--- src/rtl/ct_idu_dep_vreg_alloc_ctrl.sv ---
// Allocation control for the IDU vector-register dependency entries:
// dual in-order create grant, issue release, flush clear and clock gating.

module gated_clk_cell (
  input  logic clk_in,
  input  logic global_en,
  input  logic module_en,
  input  logic local_en,
  input  logic external_en,
  input  logic pad_yy_icg_scan_en,
  output logic clk_out
);

  logic en_bf_latch;
  logic en_af_latch;

  assign en_bf_latch = (global_en & (module_en | local_en))
                     | external_en;

  // Transparent while the clock is low so the enable is glitch-free.
  always_latch begin
    if (!clk_in)
      en_af_latch = en_bf_latch;
  end

  assign clk_out = clk_in & (en_af_latch | pad_yy_icg_scan_en);

endmodule

module ct_idu_dep_vreg_alloc_ctrl #(
  parameter int ENTRY_NUM = 8,
  parameter int CNT_W     = 4
) (
  input  logic                 forever_cpuclk,
  input  logic                 cpurst_b,
  input  logic                 cp0_idu_icg_en,
  input  logic                 cp0_yy_clk_en,
  input  logic                 pad_yy_icg_scan_en,
  input  logic                 rtu_idu_flush_fe,
  input  logic                 rtu_idu_flush_is,
  input  logic                 create0_req,
  input  logic                 create1_req,
  input  logic [ENTRY_NUM-1:0] release_vec,
  output logic                 create0_gnt,
  output logic                 create1_gnt,
  output logic [ENTRY_NUM-1:0] create0_idx,
  output logic [ENTRY_NUM-1:0] create1_idx,
  output logic [ENTRY_NUM-1:0] x_write_en,
  output logic [ENTRY_NUM-1:0] x_gateclk_write_en,
  output logic                 gateclk_entry_vld,
  output logic [ENTRY_NUM-1:0] entry_vld,
  output logic [CNT_W-1:0]     occ_cnt,
  output logic                 full,
  output logic                 almost_full
);

  function automatic logic [CNT_W-1:0] popcnt(
    input logic [ENTRY_NUM-1:0] v
  );
    logic [CNT_W-1:0] s;
    s = '0;
    for (int i = 0; i < ENTRY_NUM; i++)
      s = s + CNT_W'(v[i]);
    return s;
  endfunction

  logic                 flush;
  logic                 local_en;
  logic                 entry_clk;
  logic [ENTRY_NUM-1:0] free;
  logic [ENTRY_NUM-1:0] lo_free;
  logic [ENTRY_NUM-1:0] hi_free;
  logic                 two_free;
  logic [ENTRY_NUM-1:0] vld_next;
  logic [CNT_W-1:0]     cnt_next;

  assign flush    = rtu_idu_flush_fe | rtu_idu_flush_is;
  assign local_en = flush | create0_req | (|release_vec);

  gated_clk_cell u_gated_clk (
    .clk_in             (forever_cpuclk),
    .global_en          (cp0_yy_clk_en),
    .module_en          (cp0_idu_icg_en),
    .local_en           (local_en),
    .external_en        (1'b0),
    .pad_yy_icg_scan_en (pad_yy_icg_scan_en),
    .clk_out            (entry_clk)
  );

  assign free     = ~entry_vld;
  assign lo_free  = free & (~free + 1'b1);
  // At least two free bits means lowest and highest differ.
  assign two_free = |(free & (free - 1'b1));

  always_comb begin
    hi_free = '0;
    for (int i = 0; i < ENTRY_NUM; i++) begin
      if (free[i]) begin
        hi_free    = '0;
        hi_free[i] = 1'b1;
      end
    end
  end

  assign create0_gnt = ~flush & create0_req & (|free);
  assign create1_gnt = ~flush & create1_req & create0_gnt & two_free;
  assign create0_idx = create0_gnt ? lo_free : '0;
  assign create1_idx = create1_gnt ? hi_free : '0;

  assign x_write_en         = create0_idx | create1_idx;
  assign x_gateclk_write_en = x_write_en;
  assign gateclk_entry_vld  = |entry_vld;

  assign vld_next = (entry_vld & ~release_vec) | x_write_en;
  assign cnt_next = occ_cnt
                  - popcnt(release_vec & entry_vld)
                  + CNT_W'(create0_gnt)
                  + CNT_W'(create1_gnt);

  always_ff @(posedge entry_clk or negedge cpurst_b) begin
    if (!cpurst_b) begin
      entry_vld <= '0;
      occ_cnt   <= '0;
    end else if (flush) begin
      entry_vld <= '0;
      occ_cnt   <= '0;
    end else begin
      entry_vld <= vld_next;
      occ_cnt   <= cnt_next;
    end
  end

  assign full        = (occ_cnt == CNT_W'(ENTRY_NUM));
  assign almost_full = (occ_cnt == CNT_W'(ENTRY_NUM - 1));

endmodule

--- config.mk ---
export PLATFORM = sky130hd
export DESIGN_NAME = ct_idu_dep_vreg_alloc_ctrl
export DESIGN_NICKNAME = d
export VERILOG_FILES = /design/src/rtl/ct_idu_dep_vreg_alloc_ctrl.sv
export SDC_FILE = /design/constraint.sdc
export NUM_CORES = 1
export LEC_CHECK = 0
export ABC_AREA = 1
export BUFFER_PORTS_ARGS = -buffer_cell sky130_fd_sc_hd__buf_2
export CORE_MARGIN = 2
export CORE_UTILIZATION = 49
export CTS_BUF_LIST = sky130_fd_sc_hd__clkbuf_2
export DETAILED_ROUTE_END_ITERATION = 10
export PLACE_DENSITY = 0.82
export RECOVER_POWER = 25
export SYNTH_ARGS = -nofsm -noshare
export SYNTH_HDL_FRONTEND = slang
export SYNTH_SLANG_ARGS = --single-unit
--- constraint.sdc ---
create_clock -name vclk -period 1.4
set_clock_uncertainty 0.1 [all_clocks]
set_input_delay 0.21 -clock vclk [all_inputs]
set_output_delay 0.21 -clock vclk [all_outputs]
set_load 0.02 [all_outputs]
==> flow_summary.yaml, run 1 <==
synthesis:
  synth_area_leaders: "dfrtp_1, inv_1, nand3_2, fa_1, nand2_1"
  synth_cell_types: 27
  ys_async_sr_fraction: 0.923
  synth_edf_count: 0
  avgSynthCellArea_um2: 7.62
  ys_seq_elements: 13
  synthCells: 190
  netlist_area_mm2: 0.00145
  synth_top_area_cell: "dfrtp_1"
  synth.top_cell.area_share: 0.207
  yosysMostFrequentCell: "inv_1"
  syn-num-nets: 220
  synth_common_cells: "inv_1, nand2_1, nor2_1"
  ys_warn_count: 0
  ys.flop_type: "dfrtp_1"
critical_path:
  start_kind: "input port"
  critPathBufInv: 3
  crit_arrival_ns: 1.20
  cpMostUsedCell: "nand3_4"
  cp_slowest_stage_delay_ns: 0.15
  endpoint_kind: "output port"
  crit_family: "simple AND/OR/NAND/NOR gates"
  critPathMaxFanout: 6
  crit_chain: "buf_6, nor2_4, nand3_4, nor2_8, buf_12, nand3_4, nand2_2, buf_4"
  crit_required_ns: 1.09
  critical-path-slowest-cell: "buf_12"
  critPathKind: "input port to output port"
timing:
  grt_setup_unrepaired: "yes"
  setup_violations: 29
  hold_viol: 0
  fmax_mhz: 661
  hold-worst-slack_ns: 0.884
  untimed_endpoints: 28
  unclocked_regs: 13
  drv_slew: 0
  post-route-period-util: 1.08
  finalSetupTns_ns: -2.00
  min_period_ns: 1.51
  setup_slack_ns: -0.113
global_route:
  grt.total_usage: 0.250
  grt.overflow.total: 0
  grt_pass1_vias: 1451
  grt_max_degree: 13
  antenna_found_initial: 0
  grt_first_pass_wirelength_um: 6660
detailed_routing:
  drc: 0
  wl_um: 4490
  postRouteAntennaNets: 0
  first_pass_iters: 5
  drt_iter0_markers: 65
  drt-wirelength-per-cell_um: 14.9
  vias: 1531
  post_drt_via_cell_ratio: 5.07
cells_and_area:
  antenna_cells: 0
  multiInputGateArea_mm2: 0.00100
  syn2layout_area_growth_pct: 53.9
  fillers: 172
  fin_nets: 303
  regArea_um2: 315
  drive_above_1_share: 0.535
power_and_ir_drop:
  p_total_mw: 0.239
  p_switching_mw: 0.125
  leakagePower_nw: 1.32
  combPwrFrac: 0.886
  pwr_density_cell_mw_per_mm2: 107
  internal-power_mw: 0.114
  seqPwrFrac: 0.114
  clkPwrFrac: 0
  swShare: 0.522
  peakVddDrop_mv: 0.122
outcome:
  status: "complete, but fails checks"
  violations: "negative setup slack"
place:
  gp_congestion: 0.948
  hpwl_um: 3050
  portBuffers: 65
  post-place-ws_ns: -0.115
hold_path:
  min_path_type: "input port to output port"
floorplan:
  core_area_mm2: 0.00278
  placementRows: 19
  die_h_um: 58.4
  die_x_um: 58.4
  io_pins: 66
  die_area_mm2: 0.00341
  floorplan.initialDensity: 0.520
clock_network:
  postCtsHoldBufs: 0
run:
  max_cap_viol_count: 0
placed cells by master, fill, tap and decap left out, drive strengths merged:
cell type and count:
a31oi 1, buf 92, conb 1, dfrtp 12, dlxtn 1, fa 7
ha 6, inv 43, nand2 38, nand3 20, nand4 4, nor2 23
nor3 8, nor4 3, o21a 2, or2 7, xnor2 2, xor2 1
layout make-up:
class	instances	share of cell area
tap	31	0.0174
multi-input combinational	123	0.449
inverter	43	0.0747
sequential	13	0.141
timing repair buffer	92	0.317
flip-flops by register name, indices dropped and copies added, names as in the netlist:
| name | flops |
|---|---|
| occ_cnt | 4 |
| u_gated_clk.en_af_latch | 1 |
| entry_vld | 8 |
worst min-delay path: cells and delay by family:
family | cells | cell delay [ns]
buf+inv | 3 | 0.29
simple gates | 4 | 0.27
power by group through the flow:
stage               sequential [mW]  clock [mW]  combinational [mW]
detailed placement           0.0269           0               0.182
global placement             0.0269           0               0.179
global route                 0.0276           0               0.232
floorplan                    0.0274           0               0.103
finish                       0.0272           0               0.212
CTS                          0.0270           0               0.204
per-stage QoR:
stage / std cells / util / instance area (µm²)
after global placement: 286 / 0.666 / 1850
after CTS: 298 / 0.772 / 2150
final: 302 / 0.801 / 2230
after floorplan: 190 / - / 1490
after global routing: 302 / 0.801 / 2230
after detailed placement: 286 / 0.666 / 1850
routing by layer:
layer	GRT usage	up-vias	part of all wire
met5	0	-	0
met4	0.0266	0	0.0049
met3	0.0176	2	0.064
met2	0.465	73	0.54
met1	0.328	719	0.39
li1	-	737	-
path summary, 6_finish.rpt:
| check | start | to | slack, ns | cells after the start |
|---|---|---|---|---|
| worst max-delay path | rtu_idu_flush_fe | x_gateclk_write_en[2] | -0.11 | 8 |
| worst min-delay path | rtu_idu_flush_is | create0_idx[6] | 0.88 | 7 |
cell families (layout without fill, tap and decap cells):
kind of cell | Yosys count | in the layout | synth area share
adder cells (fa/ha/maj) | 13 | 13 | 0.149
XOR/XNOR | 3 | 3 | 0.0182
flip-flops | 12 | 12 | 0.207
AND/OR/NAND/NOR | 103 | 103 | 0.430
other | 1 | 1 | 0.00259
latches | 1 | 1 | 0.0104
buffers and inverters | 54 | 135 | 0.169
AO/OA/AOI/OAI | 3 | 3 | 0.0147
what timing repair did:
| action | 4_1_cts | 5_1_grt |
|---|---|---|
| setup endpoints to repair | 27 | 32 |
| gates resized for setup | 60 | 13 |
| pin swaps | 8 | 3 |
| buffers inserted | 12 | 4 |
No activity file was read; power rests on OpenSTA's default activity.
==> inputs of run 2 (changes only) <==
Settings changed: ABC_AREA 1 to unset, CORE_UTILIZATION 49 to 48, PLACE_DENSITY 0.82 to 0.81.
==> flow_summary.yaml, run 2 <==
outcome:
  violations: "negative setup slack"
  status: "complete, but fails checks"
timing:
  tightest_slew_ns: 0.686
  min_period_ns: 1.80
  max_slew_margin: 0.542
  untimed_endpoints: 28
  drv_slew: 0
  fmax_mhz: 557
  unclocked_regs: 13
  grt_setup_unrepaired: "yes"
  setup_slack_ns: -0.396
  setup_violations: 33
  hold-worst-slack_ns: 0.828
  post-route-period-util: 1.28
  hold_viol: 0
synthesis:
  synth_cell_types: 49
  synth_edf_count: 0
  ys_async_sr_fraction: 0.923
  netlist_area_mm2: 0.00138
  synth_common_cells: "nand2_1, nor2_1, buf_4, dfrtp_1, inv_1"
  synth_top_area_cell: "dfrtp_1"
  ys_seq_elements: 13
  synthCells: 161
  synth_area_leaders: "dfrtp_1, fa_1, buf_4, ha_1, nand2_1"
  avgSynthCellArea_um2: 8.58
  ys_warn_count: 0
  ys.flop_type: "dfrtp_1"
  synth.top_cell.area_share: 0.217
  yosysMostFrequentCell: "nand2_1"
  syn-num-nets: 191
place:
  post-place-ws_ns: -0.476
  gp_congestion: 0.849
  place_area_mm2: 0.00184
  hpwl_um: 3000
  portBuffers: 65
power_and_ir_drop:
  pwr_density_cell_mw_per_mm2: 139
  combPwrFrac: 0.899
  swShare: 0.499
  leakagePower_nw: 1.04
  clkPwrFrac: 0
  p_switching_mw: 0.158
  peakVddDrop_mv: 0.162
  seqPwrFrac: 0.101
  internal-power_mw: 0.159
  p_total_mw: 0.317
detailed_routing:
  drt-wirelength-per-cell_um: 18.6
  drc: 0
  first_pass_iters: 4
  drt_iter0_markers: 86
  post_drt_via_cell_ratio: 5.93
  wl_um: 4970
  vias: 1584
  postRouteAntennaNets: 0
critical_path:
  crit_arrival_ns: 1.49
  endpoint_kind: "output port"
  crit_required_ns: 1.09
  critPathMaxFanout: 4
  start_kind: "input port"
  critPathKind: "input port to output port"
floorplan:
  floorplan.initialDensity: 0.505
  die_area_mm2: 0.00332
  die_x_um: 57.6
  die_h_um: 57.6
  placementRows: 19
  core_area_mm2: 0.00273
  io_pins: 66
run:
  max_cap_viol_count: 0
cells_and_area:
  drive_above_1_share: 0.568
  antenna_cells: 0
  max_flop_register: "entry_vld"
  final_util: 0.835
  final_common_cell: "buf_6"
  final_cell_area_mm2: 0.00228
  syn2layout_area_growth_pct: 65.2
  mostFrequentLayoutCells: "buf_6, buf_4, buf_2, nand2_1, dfrtp_1"
  largest_register_ffs: 8
  fillers: 153
  fin_nets: 268
global_route:
  grt.overflow.total: 0
  grt_max_degree: 16
  grt_first_pass_wirelength_um: 7710
  antenna_found_initial: 0
  grt.total_usage: 0.295
  grt_pass1_vias: 1543
clock_network:
  postCtsHoldBufs: 0
hold_path:
  min_path_type: "input port to output port"
[run 2: cell count changes after synthesis, moves of 3 or more]
| cell | delta |
|---|---|
| inv_1 | -31 |
| a31oi_1 | +3 |
| and2_1 | +6 |
| nand3_2 | -14 |
| nor3_1 | -3 |
| nand2_1 | -19 |
| nor3b_1 | +3 |
| or2_2 | -6 |
| a21oi_1 | +10 |
[run 2: worst paths after layout]
path | endpoint | slack, ns | startpoint | cells after the start
max | x_gateclk_write_en[3] | -0.40 | rtu_idu_flush_is | 8
min | create0_idx[1] | 0.83 | rtu_idu_flush_is | 4
[run 2: worst max-delay path, stage by stage]
cell and delay [ns]:
buf_6 0.10, buf_4 0.13, nor3b_4 0.31, buf_6 0.16
and3_4 0.20, nand2_4 0.06, a21oi_4 0.17, buf_6 0.14
[run 2: through the flow]
stage | instances | TNS, ns
4_1_cts | 263 | -7.56
6_report | 267 | -9.00
2_1_floorplan | 161 | -3.87
3_5_place_dp | 252 | -11.70
3_3_place_gp | 252 | -11.14
5_1_grt | 267 | -10.07
[run 2: layout make-up]
cell class / instances / area [µm²] / share of cell area
Timing Repair Buffer: 93 / 757 / 0.332
Sequential cell: 13 / 315 / 0.138
Multi-Input combinational cell: 119 / 1130 / 0.495
Tap cell: 31 / 38.8 / 0.0170
Inverter: 11 / 41.3 / 0.0181
[run 2: cells by family after synthesis]
group	after synthesis	synth area share
flops	12	0.217
simple gates	72	0.300
other cells	1	0.00271
fa+ha+maj	16	0.178
buf+inv	29	0.125
xor+xnor	3	0.0190
compound gates	27	0.147
latches	1	0.0109
[run 2: what timing repair did]
item / CTS / global route
gates cloned: 0 / 0
endpoints found under the setup margin: 33 / 33
pin swaps: 16 / 11
buffers inserted: 11 / 5
resized for setup: 78 / 15
[run 2: power by group through the flow]
stage,clock [mW],sequential (mW),combinational (mW)
2_1_floorplan,0,0.0296,0.132
3_3_place_gp,0,0.0307,0.224
3_5_place_dp,0,0.0309,0.228
4_1_cts,0,0.0313,0.270
5_1_grt,0,0.0327,0.311
6_report,0,0.0321,0.285
[run 2: per-layer routing]
metal	wire, µm	part of all wire	global-route usage	vias to the layer above
met4	147	0.030	0.0963	0
li1	-	-	-	711
met1	1910	0.38	0.417	757
met3	359	0.072	0.0156	14
met5	0	0	0	-
met2	2550	0.51	0.490	102
==> inputs of run 3 (changes only) <==
Settings changed: BUFFER_PORTS_ARGS -buffer_cell sky130_fd_sc_hd__buf_2 to unset, CORE_UTILIZATION 48 to 60, DONT_BUFFER_PORTS set to 1, GPL_TIMING_DRIVEN set to 0, PLACE_DENSITY 0.81 to 0.75, TNS_END_PERCENT set to 20.
==> flow_summary.yaml, run 3 (synthesized netlist as in run 2, its figures left out) <==
cells_and_area:
  syn2layout_area_growth_pct: 25.9
  largest_register_ffs: 8
  max_flop_register: "entry_vld"
  final_cells: 195
  fin_nets: 199
  mostFrequentLayoutCells: "nand2_1, buf_4, dfrtp_1, inv_1, buf_6"
  fillers: 146
  final_common_cell: "nand2_1"
  drive_above_1_share: 0.389
  antenna_cells: 0
  final_util: 0.794
critical_path:
  crit_end: "x_write_en[6]"
  crit_required_ns: 1.09
  start_kind: "input port"
  endpoint_kind: "output port"
  critPathKind: "input port to output port"
  critPathMaxFanout: 5
  startpoint: "rtu_idu_flush_fe"
  crit_arrival_ns: 1.41
detailed_routing:
  first_pass_iters: 4
  drt_iter0_markers: 36
  drc: 0
  wl_um: 3930
  vias: 1281
  postRouteAntennaNets: 0
  drt-wirelength-per-cell_um: 20.2
  post_drt_via_cell_ratio: 6.57
timing:
  setup_slack_ns: -0.323
  unclocked_regs: 13
  drv_slew: 0
  max_slew_margin: 0.307
  min_period_ns: 1.72
  post-route-period-util: 1.23
  hold-worst-slack_ns: 0.541
  tightest_slew_ns: 1.02
  setup_violations: 24
  untimed_endpoints: 28
  hold_viol: 0
  grt_setup_unrepaired: "yes"
  fmax_mhz: 580
global_route:
  grt.total_usage: 0.307
  grt_max_degree: 13
  grt_first_pass_wirelength_um: 6190
  grt_pass1_vias: 1279
  antenna_found_initial: 0
  grt.overflow.total: 0
power_and_ir_drop:
  internal-power_mw: 0.103
  swShare: 0.527
  pwr_density_cell_mw_per_mm2: 125
  peakVddDrop_mv: 0.141
  seqPwrFrac: 0.142
  p_switching_mw: 0.114
  leakagePower_nw: 0.659
  clkPwrFrac: 0
  combPwrFrac: 0.858
clock_network:
  postCtsHoldBufs: 0
place:
  dp_cells: 189
  gp_congestion: 0.881
  portBuffers: 0
  hpwl_um: 2950
outcome:
  violations: "negative setup slack"
  status: "complete, but fails checks"
floorplan:
  die_area_mm2: 0.00270
  die_h_um: 52.0
  core_area_mm2: 0.00219
  io_pins: 66
  placementRows: 17
  die_x_um: 52.0
  floorplan.initialDensity: 0.630
hold_path:
  min_path_type: "input port to output port"
run:
  max_cap_viol_count: 0
==> run 3: worst max-delay path, stage by stage <==
cell and delay, ns:
nand4bb_4 0.29, a311oi_2 0.25, a31oi_1 0.10, a21oi_2 0.35, buf_4 0.21
==> run 3: cell type report <==
cell class,instances,area [µm²],share of cell area
Sequential cell,13,315,0.181
Inverter,11,45.0,0.0259
Tap cell,28,35.0,0.0201
Multi-Input combinational cell,119,1130,0.650
Buffer,17,149,0.0856
Timing Repair Buffer,7,65.1,0.0374
==> run 3: per-stage QoR <==
step,power (mW),setup TNS (ns),setup slack (ns),instance area [µm²]
after floorplan,0.157,-3.88,-0.294,1490
after global placement,0.181,-6.90,-0.464,1520
after detailed placement,0.188,-7.12,-0.463,1520
after CTS,0.213,-4.78,-0.373,1700
after global routing,0.234,-5.22,-0.370,1740
final,0.217,-4.22,-0.323,1740
==> run 3: how the worst min path moves through the flow <==
stage | from | to | slack [ns] | depth (start not counted)
floorplan | rtu_idu_flush_is | create0_idx[6] | 0.51 | 3
global placement | rtu_idu_flush_fe | create0_idx[6] | 0.54 | 3
detailed placement | rtu_idu_flush_fe | create0_idx[6] | 0.54 | 3
CTS | rtu_idu_flush_fe | create0_idx[6] | 0.54 | 3
global route | rtu_idu_flush_fe | create0_idx[6] | 0.54 | 3
finish | rtu_idu_flush_fe | create0_idx[6] | 0.54 | 3
==> run 3: power by group through the flow <==
stage / Combinational [mW] / Clock, mW / Sequential (mW)
3_3_place_gp: 0.150 / 0 / 0.0304
6_report: 0.186 / 0 / 0.0309
4_1_cts: 0.182 / 0 / 0.0308
5_1_grt: 0.203 / 0 / 0.0313
2_1_floorplan: 0.127 / 0 / 0.0296
3_5_place_dp: 0.158 / 0 / 0.0307
==> run 3: what timing repair did <==
action | CTS | global route
endpoints found under the hold margin | 0 | 0
resized for setup | 24 | 11
setup buffers | 6 | 1
endpoints found under the setup margin | 29 | 31
pin swaps | 8 | 9
==> run 3: layer usage <==
| layer | share of wire | global-route usage |
|---|---|---|
| met4 | 0.017 | 0.0395 |
| met2 | 0.53 | 0.555 |
| met3 | 0.070 | 0.0517 |
| met1 | 0.38 | 0.391 |
| met5 | 0 | 0 |
